$ cat config.mk
export PLATFORM = sky130hd
export DESIGN_NAME = hazard_scoreboard_ctrl
export DESIGN_NICKNAME = d
export VERILOG_FILES = /design/src/rtl/hazard_scoreboard_ctrl_pkg.sv /design/src/rtl/hazard_scoreboard_ctrl_sb_counter.sv /design/src/rtl/hazard_scoreboard_ctrl.sv
export SDC_FILE = /design/constraint.sdc
export NUM_CORES = 1
export LEC_CHECK = 0
export ABC_CLOCK_PERIOD_IN_PS = 8600
export CAP_MARGIN = 20
export CORE_ASPECT_RATIO = 0.75
export CORE_MARGIN = 5
export CORE_UTILIZATION = 66
export CTS_CLUSTER_DIAMETER = 40
export DETAILED_ROUTE_END_ITERATION = 8
export HOLD_SLACK_MARGIN = 0.05
export PLACE_DENSITY = 0.87
export SLEW_MARGIN = 20
export SYNTH_ARGS = -nofsm -noshare
export SYNTH_HDL_FRONTEND = slang
export SYNTH_SLANG_ARGS = --single-unit
$ cat constraint.sdc
create_clock -name clk -period 8.6 [get_ports clk]
set_clock_uncertainty 0.1 [all_clocks]
set_input_delay 0.86 -clock clk [delete_from_list [all_inputs] [get_ports clk]]
set_output_delay 0.86 -clock clk [all_outputs]
set_load 0.03 [all_outputs]
$ cat src/rtl/hazard_scoreboard_ctrl_pkg.sv
// Shared constants and types for the decode-stage hazard
// scoreboard controller.
package hazard_scoreboard_ctrl_pkg;

  localparam logic [4:0] REG_ZERO         = 5'd0;
  localparam int         MULDIV_LAT_DEF   = 8;
  localparam int         MAX_INFLIGHT_DEF = 3;
  localparam int         NREGS_DEF        = 32;

  typedef enum logic [1:0] {
    MD_IDLE = 2'd0,
    MD_BUSY = 2'd1,
    MD_DONE = 2'd2
  } md_state_e;

  // Bits needed to hold values 0..n-1, never less than one.
  function automatic int cw_of(input int n);
    return (n < 2) ? 1 : $clog2(n);
  endfunction

endpackage

$ cat src/rtl/hazard_scoreboard_ctrl_sb_counter.sv
// One per-register in-flight write counter: saturating
// up/down with an underflow strobe on a retire at zero.
module sb_counter #(
  parameter int CW  = 2,
  parameter int MAX = 3
) (
  input  logic          clk_i,
  input  logic          rst_i,
  input  logic          inc_i,
  input  logic          dec_i,
  output logic [CW-1:0] cnt_o,
  output logic          underflow_o
);

  logic [CW-1:0] cnt_q;
  logic [CW-1:0] cnt_d;

  // Next count; simultaneous inc and dec cancel out.
  always_comb begin
    cnt_d       = cnt_q;
    underflow_o = 1'b0;
    if (inc_i && !dec_i) begin
      if (cnt_q != CW'(MAX)) begin
        cnt_d = cnt_q + CW'(1);
      end
    end else if (dec_i && !inc_i) begin
      if (cnt_q != '0) begin
        cnt_d = cnt_q - CW'(1);
      end else begin
        underflow_o = 1'b1;
      end
    end
  end

  // Count register.
  always_ff @(posedge clk_i or posedge rst_i) begin
    if (rst_i) begin
      cnt_q <= '0;
    end else begin
      cnt_q <= cnt_d;
    end
  end

  assign cnt_o = cnt_q;

endmodule

$ cat src/rtl/hazard_scoreboard_ctrl.sv
// Decode-stage sequencer: issue/stall/squash decision from a
// register scoreboard and the mult/div busy-window FSM.
module hazard_scoreboard_ctrl
  import hazard_scoreboard_ctrl_pkg::*;
#(
  parameter int MAX_INFLIGHT = MAX_INFLIGHT_DEF,
  parameter int MULDIV_LAT   = MULDIV_LAT_DEF,
  parameter int NREGS        = NREGS_DEF
) (
  input  logic       clk,
  input  logic       reset,
  input  logic [4:0] rs_in,
  input  logic [4:0] rt_in,
  input  logic       use_rs_in,
  input  logic       use_rt_in,
  input  logic [4:0] dest_in,
  input  logic       dest_en_in,
  input  logic       use_hilo_in,
  input  logic       muldiv_start_in,
  input  logic       flush_in,
  input  logic [4:0] wb_dest_in,
  input  logic       wb_en_in,
  output logic       stall_out,
  output logic       bubble_out,
  output logic       issue_out,
  output logic       muldiv_busy_out,
  output logic       hilo_valid_out,
  output logic       err_underflow_out
);

  localparam int CW = cw_of(MAX_INFLIGHT + 1);
  localparam int LW = cw_of(MULDIV_LAT);

  logic [CW-1:0] cnt_w [32];
  logic [31:0]   uf_w;

  logic          raw_hz;
  logic          hilo_hz;
  logic          md_hz;
  logic          sat_hz;

  md_state_e     state_q;
  md_state_e     state_d;
  logic [LW-1:0] lat_q;
  logic [LW-1:0] lat_d;
  logic          err_q;

  genvar r;
  for (r = 0; r < 32; r++) begin : g_sb
    if (r == 0 || r >= NREGS) begin : g_zero
      assign cnt_w[r] = '0;
      assign uf_w[r]  = 1'b0;
    end else begin : g_cnt
      logic inc;
      logic dec;
      assign inc = issue_out & dest_en_in
                 & (dest_in == 5'(r));
      assign dec = wb_en_in & (wb_dest_in == 5'(r));
      sb_counter #(
        .CW (CW),
        .MAX(MAX_INFLIGHT)
      ) u_cnt (
        .clk_i      (clk),
        .rst_i      (reset),
        .inc_i      (inc),
        .dec_i      (dec),
        .cnt_o      (cnt_w[r]),
        .underflow_o(uf_w[r])
      );
    end
  end

  // Hazard detection uses registered counts only, no bypass.
  always_comb begin
    raw_hz  = (use_rs_in && rs_in != REG_ZERO
               && cnt_w[rs_in] != '0)
            | (use_rt_in && rt_in != REG_ZERO
               && cnt_w[rt_in] != '0);
    hilo_hz = use_hilo_in & (state_q != MD_IDLE);
    md_hz   = muldiv_start_in & (state_q != MD_IDLE);
    sat_hz  = dest_en_in && dest_in != REG_ZERO
              && cnt_w[dest_in] == CW'(MAX_INFLIGHT);
  end

  // Squash wins over stall; nothing leaves decode in reset.
  assign stall_out  = !flush_in
                    & (raw_hz | hilo_hz | md_hz | sat_hz);
  assign issue_out  = !reset & !flush_in & !stall_out;
  assign bubble_out = flush_in | stall_out;

  // Mult/div window: BUSY counts down, DONE pulses once.
  always_comb begin
    state_d         = state_q;
    lat_d           = lat_q;
    muldiv_busy_out = (state_q != MD_IDLE);
    hilo_valid_out  = 1'b0;
    unique case (state_q)
      MD_IDLE: begin
        if (issue_out && muldiv_start_in) begin
          state_d = MD_BUSY;
          lat_d   = LW'(MULDIV_LAT - 2);
        end
      end
      MD_BUSY: begin
        if (lat_q == '0) begin
          state_d = MD_DONE;
        end else begin
          lat_d = lat_q - LW'(1);
        end
      end
      MD_DONE: begin
        hilo_valid_out = 1'b1;
        state_d        = MD_IDLE;
      end
      default: begin
        state_d = MD_IDLE;
      end
    endcase
  end

  // FSM, latency counter and sticky underflow flag.
  always_ff @(posedge clk or posedge reset) begin
    if (reset) begin
      state_q <= MD_IDLE;
      lat_q   <= '0;
      err_q   <= 1'b0;
    end else begin
      state_q <= state_d;
      lat_q   <= lat_d;
      err_q   <= err_q | (|uf_w);
    end
  end

  assign err_underflow_out = err_q;

endmodule
### Word-level counts from Yosys, hierarchy flattened

Index checks and enable logic that the tools add are counted.

* output and inout port bits: 6
* logic and storage cells: 810
* flip-flop bits (word level): 68
* input bits: 29

* $add $sub $neg: 63
* equal/unequal tests: 130
* muxes and demuxes: 233
* bitwise operators: 77
* order comparisons: 3
* reductions and logical operators: 270

Operators with widths (count)
* $mux W2: 132
* $reduce_bool A2 Y1: 97
* $eq A5 B5 Y1 const B: 32
* $ne A2 B2 Y1 const B: 65
* $reduce_and A3 Y1: 32
* $mux W1: 94
* $eq A5 B4 Y1 const B: 16
* $logic_and A1 B1 Y1: 69
* $and A1 B1 Y1: 68
* $logic_not A1 Y1: 65
* $add A2 B1 Y2 const B: 31
* $sub A2 B1 Y2 const B: 31
* $eq A5 B3 Y1 const B: 8
* $reduce_or A31 Y1: 1
* $bmux W2 S5: 3
* $eq A5 B2 Y1 const B: 4
* $ge A6 B6 Y1 const B: 3
* $not A5 Y6: 3
* $reduce_bool A5 Y1: 3
* $eq A5 B1 Y1 const B: 2
* $mux W3: 2
* $or A1 B1 Y1: 6
* $pmux W3 S2: 1
* $eq A2 B2 Y1 const B: 2
* other kinds (6): 6

### Longest topological paths before layout

Gate-level depths: netlist of run 1.

* word-level depth: 21
* mapped depth: 14
* mapped depth without buffers: 9

### By module

Synthesis of run 1 repeated with hierarchy kept, for this count alone.

* cells, all modules: 881
* area, all modules: 7453.4 um2

Modules (own cells, without submodules)
* sb_counter: sequential area each 50.0 um2, area each 170.2 um2, times used 31, cells an instance 19
* hazard_scoreboard_ctrl: sequential area each 150.1 um2, area each 2178.3 um2, times used 1, cells an instance 292

### Worst setup path before layout of run 1

Ideal clock, no wire load.

* path type: input to output
* from: input rs_in[0]
* to: output bubble_out
* arrival time: 3.412 ns
* setup slack: 4.228 ns
* path buffers: 4
* cell stages on the path: 9
* required time: 7.640 ns
* path through: buf_2 -> mux4_2 -> a221oi_1 -> a211oi_1 -> or4_4 -> buf_6 -> buf_2 -> clkbuf_1 -> or3_1

* longest elaborated chain between the ends: 12
* elaborated cells on any way between the ends: 14
* classes of those cells: mux: 3; bitwise: 7; reduce/logical: 4

Ends and longest elaborated chain
* start: declaration: line hazard_scoreboard_ctrl.sv:12 `input logic [4:0] rs_in,`
* $not A5 Y6 (implied by the code): line hazard_scoreboard_ctrl.sv:76 `&& cnt_w[rs_in] != '0)`
* $bmux W2 S5: line hazard_scoreboard_ctrl.sv:76
* $mux W2 (implied by the code) (2 in series): line hazard_scoreboard_ctrl.sv:76
* $reduce_bool A2 Y1: line hazard_scoreboard_ctrl.sv:76
* $logic_and A1 B1 Y1 *: line hazard_scoreboard_ctrl.sv:76
* $or A1 B1 Y1 *: line hazard_scoreboard_ctrl.sv:77 `| (use_rt_in && rt_in != REG_ZERO`
* $or A1 B1 Y1 * (3 in series): line hazard_scoreboard_ctrl.sv:87 `& (raw_hz | hilo_hz | md_hz | sat_hz);`
* $and A1 B1 Y1 *: line hazard_scoreboard_ctrl.sv:87
* $or A1 B1 Y1 *: line hazard_scoreboard_ctrl.sv:89 `assign bubble_out = flush_in | stall_out;`
* end: declaration: line hazard_scoreboard_ctrl.sv:24 `output logic bubble_out,`

Every way passes the cells marked *; elsewhere a longest branch is shown, timed or not. The select of a mux whose other input is x is not followed.

### Worst setup path after layout of run 1

* from: input rt_in[1]
* to: output stall_out

* longest elaborated chain between the ends: 11
* elaborated cells on any way between the ends: 13
* classes of those cells: mux: 3; bitwise: 6; reduce/logical: 4

Ends and longest elaborated chain
* start: declaration: line hazard_scoreboard_ctrl.sv:13 `input logic [4:0] rt_in,`
* $not A5 Y6 (implied by the code): line hazard_scoreboard_ctrl.sv:78 `&& cnt_w[rt_in] != '0);`
* $bmux W2 S5: line hazard_scoreboard_ctrl.sv:78
* $mux W2 (implied by the code) (2 in series): line hazard_scoreboard_ctrl.sv:78
* $reduce_bool A2 Y1: line hazard_scoreboard_ctrl.sv:78
* $logic_and A1 B1 Y1 *: line hazard_scoreboard_ctrl.sv:78
* $or A1 B1 Y1 *: line hazard_scoreboard_ctrl.sv:77
* $or A1 B1 Y1 * (3 in series): line hazard_scoreboard_ctrl.sv:87
* $and A1 B1 Y1 *: line hazard_scoreboard_ctrl.sv:87
* end: declaration: line hazard_scoreboard_ctrl.sv:23 `output logic stall_out,`

Marked as above.

==> impl_metrics.env, run 1 <==
export IMPL_start_util=0.6801
export IMPL_cts_root_buf="clkbuf_16"
export IMPL_yosys_warnings=0
export IMPL_overflow=0
export IMPL_power_leakage_uw=0.002404
export IMPL_top_level_ports=35
export IMPL_async_reset_ff_frac=1.000
export IMPL_die_height_um=91.01
export IMPL_holdCritStartpoint="g_sb[15].g_cnt.u_cnt.cnt_o[0]"
export IMPL_die_w_um=118.0
export IMPL_crit_type="input port to primary output"
export IMPL_seq_area_frac_synth=0.2947
export IMPL_io_buffers=34
export IMPL_power_density_nw_per_um2=168.1
export IMPL_antenna_cells=0
export IMPL_crit_slowest_cell="clkdlybuf4s50_1"
export IMPL_tightestPinTransition_ns=0.9992
export IMPL_cts_repair_resize_count=0
export IMPL_h_tree_depth=3
export IMPL_cts_buffers=9
export IMPL_synth_area_per_cell_um2=7.740
export IMPL_grt_pass1_wl_mm=32.72
export IMPL_violations="design-rule violations"
export IMPL_grt_max_degree=69
export IMPL_cts_tree="built"
export IMPL_cap_violations=0
export IMPL_gp_congestion=1.109
export IMPL_holdWs_ns=0.4176
export IMPL_period_needed_ns=6.503
export IMPL_row_count=29
export IMPL_antenna_found_initial=0
export IMPL_worstPathRequired_ns=7.64
export IMPL_min_to="g_sb[15].g_cnt.u_cnt.cnt_o[0]"
export IMPL_cp_top_family="buffers and inverters"
export IMPL_drive_gt1_frac=0.08214
export IMPL_fin_ws_ns=2.097
export IMPL_rsz0062_at_grt="false"
export IMPL_peakVddDrop_mv=0.1634
export IMPL_synth_cells=746
export IMPL_worst_ep_arrival_time_ns=5.54
export IMPL_fmax_ghz=0.1538
export IMPL_hp_class="flip-flop to flip-flop"
export IMPL_synth_edf_count=0
export IMPL_yosysUniqueCellTypes=72
export IMPL_hpwl_mm=15.56
export IMPL_grt_pass1_vias=6084
export IMPL_clock_sinks=68
export IMPL_critPathMaxFanout=18
export IMPL_drt_iter0_markers=1463
export IMPL_maxSlewViolCount=0
export IMPL_syn_area_um2=5774
export IMPL_rr_worst_depth=10
export IMPL_drc_errors=3
export IMPL_drtAntennaViolNets=0
export IMPL_routed_wl_mm=20.95
export IMPL_clk_latency_ns=0.34
export IMPL_viasPerCell=7.582
export IMPL_outcome="finished, violations left"
export IMPL_fp_coreArea_um2=8491
export IMPL_synth_ff_type="dfrtp_1"
export IMPL_endpoint_kind="primary output"
export IMPL_pre_cts_ws_ns=2.496
export IMPL_syn_to_final_growth_pct=11.59
export IMPL_critPathMaxStageDelay_ns=0.94
export IMPL_clk_path_buf_depth=2
export IMPL_fp_dieArea_um2=10740
export IMPL_cp_start_kind="input port"
export IMPL_reg2reg_to="err_underflow_out"
export IMPL_setup_tns_final_ns=0
export IMPL_hold_viol=0
export IMPL_crit_chain="clkdlybuf4s50_1, inv_1, mux4_2, nor3b_1, a311o_1, nand2_1, nor2_1, nor2_1, clkdlybuf4s50_1"
export IMPL_setup_viol=0
export IMPL_ctsHoldBuffers=0
export IMPL_r2r_start="g_sb[28].g_cnt.u_cnt.cnt_o[0]"
export IMPL_rrSetupSlack_ns=3.89
export IMPL_path_clk_slew_ns=0.05
export IMPL_min_period_over_period=0.7562
export IMPL_grt_total_usage=0.3806
export IMPL_nNetsFinal=793
export IMPL_vias=6634
export IMPL_drtPass1Iterations=9
export IMPL_wl_per_cell_um=23.94
export IMPL_critical_path_buf_inv_count=3
export IMPL_slew_headroom=0.3318
export IMPL_syn_nets=777
export IMPL_cts_setup_buffers=0
export IMPL_hold_depth=1
export IMPL_ys_seq_elements=68
==> flip-flops by register name (all words and copies together), names as in the netlist <==
register,cells
err_underflow_out,1
g_sb.g_cnt.u_cnt.cnt_o,62
lat_q,3
state_q,2
==> layout make-up <==
class / count / area (um^2)
Multi-Input combinational cell: 617 / 3812
Clock inverter: 4 / 72.57
Tap cell: 108 / 135.1
Sequential cell: 68 / 1702
Clock buffer: 12 / 246.5
Timing Repair Buffer: 38 / 370.4
Inverter: 28 / 105.1
Fill cell: 653 / 2047
==> cell usage in the layout, fill, tap and decap left out, drive strengths merged, types with 9 or more instances in the layout <==
master / Yosys / layout
nor2: 97 / 97
a22o: 9 / 9
o21a: 9 / 9
mux4: 12 / 12
or2: 14 / 14
nor2b: 15 / 15
nand2b: 13 / 13
inv: 28 / 28
clkbuf: 22 / 12
nand4: 23 / 23
o211ai: 10 / 10
nor3: 39 / 39
o21ai: 51 / 51
nor4: 13 / 13
dfrtp: 68 / 68
nand3: 43 / 43
a21oi: 34 / 34
nand2: 79 / 79
o21bai: 9 / 9
clkdlybuf4s50: 0 / 34
mux2: 9 / 9
a211oi: 9 / 9
==> how the worst max path moves through the flow <==
stage               startpoint    endpoint  slack (ns)  cells after the start
global placement      rt_in[1]   stall_out        2.58                      9
finish                rt_in[1]   stall_out        2.10                      9
global route          rt_in[1]   stall_out        2.01                      9
floorplan             rs_in[0]  bubble_out        4.23                      9
CTS                   rt_in[1]   stall_out        2.41                      9
detailed placement    rt_in[1]   stall_out        2.50                      9
==> synthesized netlist by cell type (10+ instances only) <==
cell	instances	area, um^2
o21ai_0	49	245.2
clkbuf_1	22	82.58
inv_1	27	101.4
nor2_1	97	364.1
nand3_1	43	215.2
nor4_1	13	81.33
or2_2	10	62.56
nand2b_1	13	81.33
nand4_1	23	143.9
nor2b_1	15	93.84
dfrtp_1	68	1702
mux4_2	12	270.3
a21oi_1	34	170.2
nand2_1	79	296.5
nor3_1	38	190.2
o211ai_1	10	75.07
==> cells by family (layout without fill, tap and decap cells) <==
family,Yosys count,after routing,synth area share
AND/OR/NAND/NOR,377,377,0.3283
AO/OA/AOI/OAI,203,203,0.2405
flip-flops,68,68,0.2947
buffers and inverters,61,82,0.04507
multiplexers,28,28,0.07649
XOR/XNOR,7,7,0.01062
adder cells (fa/ha/maj),2,2,0.004333
==> where the power goes <==
part	leakage, uW	switching [uW]	total [uW]	internal, uW
sequential	0.000906	44.8	396	351
combinational	0.00135	187	287	101
clock	0.000153	139	400	261
==> metal layers <==
metal / vias up / GRT usage / part of all wire
li1: 2846 / - / -
met1: 2996 / 0.5050 / 0.36
met2: 620 / 0.5400 / 0.41
met3: 172 / 0.1503 / 0.16
met4: 0 / 0.1929 / 0.072
met5: - / 0 / 0
==> metrics by stage <==
step	std cells	total power, uW	area (um^2)	util
2_1_floorplan	746	584.0	5774	-
3_3_place_gp	859	660.1	6125	0.7213
3_5_place_dp	859	674.5	6125	0.7213
4_1_cts	875	1071	6444	0.7589
5_1_grt	875	1124	6444	0.7589
6_report	875	1083	6444	0.7589
(Power assumes the default switching activity.)
==> run 2: changes to the inputs <==
--- a/config.mk
+++ b/config.mk
@@ -5,15 +5,15 @@
 export SDC_FILE = /design/constraint.sdc
 export NUM_CORES = 1
 export LEC_CHECK = 0
-export ABC_CLOCK_PERIOD_IN_PS = 8600
+export ABC_CLOCK_PERIOD_IN_PS = 6600
 export CAP_MARGIN = 20
 export CORE_ASPECT_RATIO = 0.75
 export CORE_MARGIN = 5
-export CORE_UTILIZATION = 66
+export CORE_UTILIZATION = 61
 export CTS_CLUSTER_DIAMETER = 40
 export DETAILED_ROUTE_END_ITERATION = 8
 export HOLD_SLACK_MARGIN = 0.05
-export PLACE_DENSITY = 0.87
+export PLACE_DENSITY = 0.82
 export SLEW_MARGIN = 20
 export SYNTH_ARGS = -nofsm -noshare
 export SYNTH_HDL_FRONTEND = slang
==> constraint.sdc (replaced) <==
create_clock -name clk -period 6.6 [get_ports clk]
set_clock_uncertainty 0.1 [all_clocks]
set_input_delay 0.66 -clock clk [delete_from_list [all_inputs] [get_ports clk]]
set_output_delay 0.66 -clock clk [all_outputs]
set_load 0.03 [all_outputs]
==> run 2 against run 1 <==
Compared with the run above: the run still ends with design-rule violations left; final area up 0.45%; critical path depth fell by 1; routed wire length up 1.6%; sequential power grew 30%; via count decreased by 0.39%; non-clock buffer count rose by 3; die area rose by 7.4%; clock power is 21% higher; sequential share of layout area decreased by 0.12 points; first-iteration DRC count decreased by 24%; critical path type unchanged; largest cell class unchanged; largest power group is now sequential cells.
==> impl_metrics.env, run 2 (synthesized netlist as in run 1, its figures left out) <==
export IMPL_outcome="finished, violations left"
export IMPL_violations="design-rule violations"
export IMPL_worstPathRequired_ns=5.84
export IMPL_r2r_start="g_sb[29].g_cnt.u_cnt.cnt_o[0]"
export IMPL_layout_commonest_cell="nor2_1"
export IMPL_grtUsageMet1=0.5115
export IMPL_fin_util=0.7067
export IMPL_clk_latency_ns=0.34
export IMPL_cts_setup_buffers=0
export IMPL_cts_repair_resize_count=0
export IMPL_clock_sinks=68
export IMPL_gp_congestion=1.027
export IMPL_viasPerCell=7.359
export IMPL_fp_coreArea_um2=9159
export IMPL_die_w_um=122.3
export IMPL_drc_errors=1
export IMPL_wl_per_cell_um=23.71
export IMPL_overflow=0
export IMPL_largest_reg_flops=62
export IMPL_cts_tree="built"
export IMPL_rr_worst_depth=9
export IMPL_power_density_nw_per_um2=214.5
export IMPL_pwr_share_clk=0.350
export IMPL_min_to="lat_q[1]"
export IMPL_fp_dieArea_um2=11530
export IMPL_cts_root_buf="clkbuf_16"
export IMPL_routed_wl_mm=21.29
export IMPL_grt_pass1_vias=6054
export IMPL_hp_class="flip-flop to flip-flop"
export IMPL_drt_iter0_markers=1107
export IMPL_drtAntennaViolNets=0
export IMPL_holdWs_ns=0.4087
export IMPL_path_clk_slew_ns=0.06
export IMPL_drive_gt1_frac=0.08701
export IMPL_peakVddDrop_mv=0.1705
export IMPL_worst_ep_arrival_time_ns=4.84
export IMPL_maxSlewViolCount=0
export IMPL_die_height_um=94.26
export IMPL_pwr_share_comb=0.279
export IMPL_endpoint_kind="primary output"
export IMPL_seqPwrFrac=0.371
export IMPL_nNetsFinal=796
export IMPL_hold_viol=0
export IMPL_setup_viol=0
export IMPL_hpwl_mm=15.97
export IMPL_p_switching_uw=492.0
export IMPL_cap_violations=0
export IMPL_period_needed_ns=5.595
export IMPL_start_util=0.6305
export IMPL_syn_to_final_growth_pct=12.09
export IMPL_busiest_layer="met2"
export IMPL_reg2reg_to="g_sb[3].g_cnt.u_cnt.cnt_o[0]"
export IMPL_vias=6608
export IMPL_clk_path_buf_depth=2
export IMPL_cts_buffers=9
export IMPL_critPathMaxFanout=18
export IMPL_rrSetupSlack_ns=2.11
export IMPL_ctsHoldBuffers=0
export IMPL_cp_start_kind="input port"
export IMPL_min_period_over_period=0.8478
export IMPL_p_int_uw=896.3
export IMPL_grt_pass1_wl_mm=32.91
export IMPL_tightestPinTransition_ns=1.001
export IMPL_met3_usage=0.07465
export IMPL_rsz0062_at_grt="false"
export IMPL_h_tree_depth=3
export IMPL_hold_depth=1
export IMPL_slew_headroom=0.3309
export IMPL_grt_total_usage=0.3730
export IMPL_row_count=30
export IMPL_gr_usage_met2=0.5647
export IMPL_drtPass1Iterations=9
export IMPL_power_leakage_uw=0.002414
export IMPL_top_level_ports=35
export IMPL_setup_tns_final_ns=0
export IMPL_fmax_ghz=0.1787
export IMPL_grt_max_degree=57
export IMPL_holdCritStartpoint="lat_q[1]"
export IMPL_antenna_found_initial=0
export IMPL_crit_type="input port to primary output"
export IMPL_io_buffers=34
export IMPL_antenna_cells=0
export IMPL_switching_share=0.3544
export IMPL_layout_cells_most_common_list="97 x nor2_1, 79 x nand2_1, 68 x dfrtp_1"
-- run 2: changes by cell type in the layout (fill, tap and decap cells not counted) --
cell and change:
buf_4 +3, bufinv_16 -1, clkinv_2 +1, clkinv_4 +1, clkinvlp_4 -1, nor3_1 -1
nor3_2 +1
-- run 2: layer usage --
layer,wire length [um],vias up
li1,-,2843
met1,8143,3043
met2,8962,597
met3,3009,125
met4,1178,0
met5,0,-
-- run 2: final cells by class --
class | instances | area (um^2)
inverters | 28 | 105.1
fillers | 743 | 2686
repair buffers | 41 | 392.9
flip-flops and latches | 68 | 1702
clock inverters | 4 | 48.80
multi-input cells | 617 | 3817
well taps | 128 | 160.2
clock buffers | 12 | 246.5
-- run 2: worst max path at each step --
stage,start,end,slack [ns]
6_report,rt_in[1],bubble_out,1.00
3_5_place_dp,rt_in[1],bubble_out,1.21
3_3_place_gp,rt_in[1],bubble_out,1.29
2_1_floorplan,rs_in[0],bubble_out,2.63
4_1_cts,rt_in[1],bubble_out,1.19
5_1_grt,rt_in[1],bubble_out,0.86
-- run 2: power by group through the flow --
stage	combinational, uW	clock (uW)	sequential [uW]
final	387	486	515
after global routing	412	511	518
after CTS	372	489	511
after detailed placement	368	0	518
after global placement	358	0	514
after floorplan	260	0	501
-- run 2: critical path: stages --
cell             delay, ns
clkdlybuf4s50_1       0.89
inv_1                 0.22
mux4_2                0.37
nor3b_1               0.18
a311o_1               0.67
nand2_1               0.70
or3_1                 0.53
clkdlybuf4s50_1       0.61
-- run 2: stage by stage --
step / worst slack (ns) / std cells / area [um^2] / total power (uW)
detailed placement: 1.206 / 882 / 6172 / 886.4
floorplan: 2.628 / 746 / 5774 / 761.0
CTS: 1.186 / 898 / 6467 / 1373
finish: 1.005 / 898 / 6472 / 1388
global placement: 1.292 / 882 / 6172 / 872.1
global route: 0.8574 / 898 / 6472 / 1441
==> run 3: changes to the inputs <==
--- a/config.mk
+++ b/config.mk
@@ -5,15 +5,15 @@
 export SDC_FILE = /design/constraint.sdc
 export NUM_CORES = 1
 export LEC_CHECK = 0
-export ABC_CLOCK_PERIOD_IN_PS = 6600
+export ABC_CLOCK_PERIOD_IN_PS = 4550
 export CAP_MARGIN = 20
 export CORE_ASPECT_RATIO = 0.75
 export CORE_MARGIN = 5
-export CORE_UTILIZATION = 61
+export CORE_UTILIZATION = 55
 export CTS_CLUSTER_DIAMETER = 40
 export DETAILED_ROUTE_END_ITERATION = 8
 export HOLD_SLACK_MARGIN = 0.05
-export PLACE_DENSITY = 0.82
+export PLACE_DENSITY = 0.78
 export SLEW_MARGIN = 20
 export SYNTH_ARGS = -nofsm -noshare
 export SYNTH_HDL_FRONTEND = slang
==> constraint.sdc (replaced) <==
create_clock -name clk -period 4.55 [get_ports clk]
set_clock_uncertainty 0.1 [all_clocks]
set_input_delay 0.455 -clock clk [delete_from_list [all_inputs] [get_ports clk]]
set_output_delay 0.455 -clock clk [all_outputs]
set_load 0.03 [all_outputs]
==> run 3 against run 2 <==
Compared with the run above: power up 42%; global-route usage down 1.4 points; worst setup slack worse by 0.74 ns; critical endpoint unchanged; largest power group unchanged; sequential power up 46%; first-iteration DRC count down 14%; count of clock-buffer cells in the layout down 2; the run now ends clean; register-to-register slack worse by 1.7 ns; clock power up 31%; hold slack better by 0.024 ns; sequential cell count unchanged; sequential share of layout area down 0.54 points.
==> impl_metrics.env, run 3 (synthesized netlist as in run 1, its figures left out) <==
export IMPL_outcome="complete, no violations"
export IMPL_rrSetupSlack_ns=0.43
export IMPL_hp_class="flip-flop to flip-flop"
export IMPL_p_total_uw=1976
export IMPL_overflow=0
export IMPL_rsz0062_at_grt="false"
export IMPL_hold_depth=1
export IMPL_reg2reg_to="err_underflow_out"
export IMPL_setup_tns_final_ns=0
export IMPL_vias=6669
export IMPL_path_clk_slew_ns=0.06
export IMPL_viasPerCell=7.202
export IMPL_highest_layer="met4"
export IMPL_pre_cts_ws_ns=0.1151
export IMPL_nNetsFinal=817
export IMPL_setup_viol=0
export IMPL_gp_congestion=1.138
export IMPL_ctsHoldBuffers=0
export IMPL_layout_commonest_cell="nor2_1"
export IMPL_row_count=32
export IMPL_stdcell_area_um2=6609
export IMPL_die_w_um=128.3
export IMPL_cts_tree="built"
export IMPL_min_period_over_period=0.9412
export IMPL_cap_violations=0
export IMPL_tightestPinTransition_ns=0.8333
export IMPL_routed_wl_met3_mm=2.726
export IMPL_worstPathRequired_ns=3.99
export IMPL_fp_dieArea_um2=12670
export IMPL_holdCritStartpoint="lat_q[1]"
export IMPL_fmax_ghz=0.2335
export IMPL_cp_start_kind="input port"
export IMPL_multi_input_area_um2=3812
export IMPL_syn_to_final_growth_pct=14.45
export IMPL_die_height_um=98.74
export IMPL_fin_ws_ns=0.2675
export IMPL_r2r_start="g_sb[15].g_cnt.u_cnt.cnt_o[0]"
export IMPL_holdWs_ns=0.4323
export IMPL_clk_path_buf_depth=2
export IMPL_drc_errors=0
export IMPL_cts_root_buf="clkbuf_16"
export IMPL_cts_buffers=9
export IMPL_antenna_found_initial=0
export IMPL_worst_ep_arrival_time_ns=3.73
export IMPL_clk_latency_ns=0.34
export IMPL_rr_worst_depth=10
export IMPL_power_leakage_uw=0.002499
export IMPL_grt_pass1_vias=6372
export IMPL_regArea_um2=1702
export IMPL_cts_repair_resize_count=0
export IMPL_largest_reg_flops=62
export IMPL_endpoint_kind="primary output"
export IMPL_hold_viol=0
export IMPL_crit_type="input port to primary output"
export IMPL_min_to="lat_q[1]"
export IMPL_peakVddDrop_mv=0.1759
export IMPL_hpwl_mm=17.03
export IMPL_wl_per_cell_um=24.19
export IMPL_io_buffers=34
export IMPL_grt_pass1_wl_mm=35.27
export IMPL_drive_gt1_frac=0.1114
export IMPL_routed_wl_mm=22.40
export IMPL_routed_wl_met2_mm=9.676
export IMPL_top_level_ports=35
export IMPL_start_util=0.5612
export IMPL_cts_setup_buffers=0
export IMPL_power_density_nw_per_um2=299.1
export IMPL_drtAntennaViolNets=0
export IMPL_fp_coreArea_um2=10290
export IMPL_drtPass1Iterations=8
export IMPL_h_tree_depth=3
export IMPL_wl_met1_mm=8.767
export IMPL_place_area_um2=6350
export IMPL_antenna_cells=0
export IMPL_slew_headroom=0.4424
export IMPL_layout_cells_most_common_list="97 x nor2_1, 79 x nand2_1, 68 x dfrtp_1"
export IMPL_n_fill_cell=911
export IMPL_maxSlewViolCount=0
export IMPL_grt_total_usage=0.3586
export IMPL_drt_iter0_markers=954
export IMPL_clock_sinks=68
export IMPL_period_needed_ns=4.282
export IMPL_critPathMaxFanout=6
export IMPL_grt_max_degree=36
## run 3: how the worst max path moves through the flow
stage                from                end  depth (start not counted)
5_1_grt        dest_in[3]         bubble_out                          8
4_1_cts          rs_in[0]         bubble_out                          9
2_1_floorplan    rs_in[0]         bubble_out                          9
6_report         rs_in[0]         bubble_out                          8
3_5_place_dp     rs_in[0]  err_underflow_out                         13
3_3_place_gp     rs_in[0]  err_underflow_out                         11
## run 3: layout make-up
cell class | instances | share of cell area
Timing Repair Buffer | 62 | 0.08482
Sequential cell | 68 | 0.2575
Clock inverter | 5 | 0.004544
Tap cell | 136 | 0.02575
Multi-Input combinational cell | 617 | 0.5769
Clock buffer | 10 | 0.03465
Inverter | 28 | 0.01590
## run 3: stage by stage
stage | utilization | cells
2_1_floorplan | - | 746
3_3_place_gp | 0.6171 | 911
3_5_place_dp | 0.6171 | 911
4_1_cts | 0.6423 | 926
5_1_grt | 0.6423 | 926
6_report | 0.6423 | 926
## run 3: metal layers
metal / GRT usage / vias to the layer above
met4: 0.1697 / 0
met3: 0.1062 / 125
met5: 0 / -
met2: 0.5326 / 513
li1: - / 2892
met1: 0.4801 / 3139
## run 3: power by group
part           leakage, uW  total [uW]  internal, uW  switching, uW
registers         0.000906         750           664           85.8
logic              0.00147         590           221            369
clock network     0.000124         637           363            274
total              0.00250        1980          1250            730
## run 3: critical path, stage by stage
cell and delay, ns:
clkdlybuf4s50_1 0.65, inv_2 0.17, mux4_2 0.38, nor4b_1 0.05
or4_1 0.54, or4_4 0.50, or3_1 0.38, clkdlybuf4s50_1 0.60
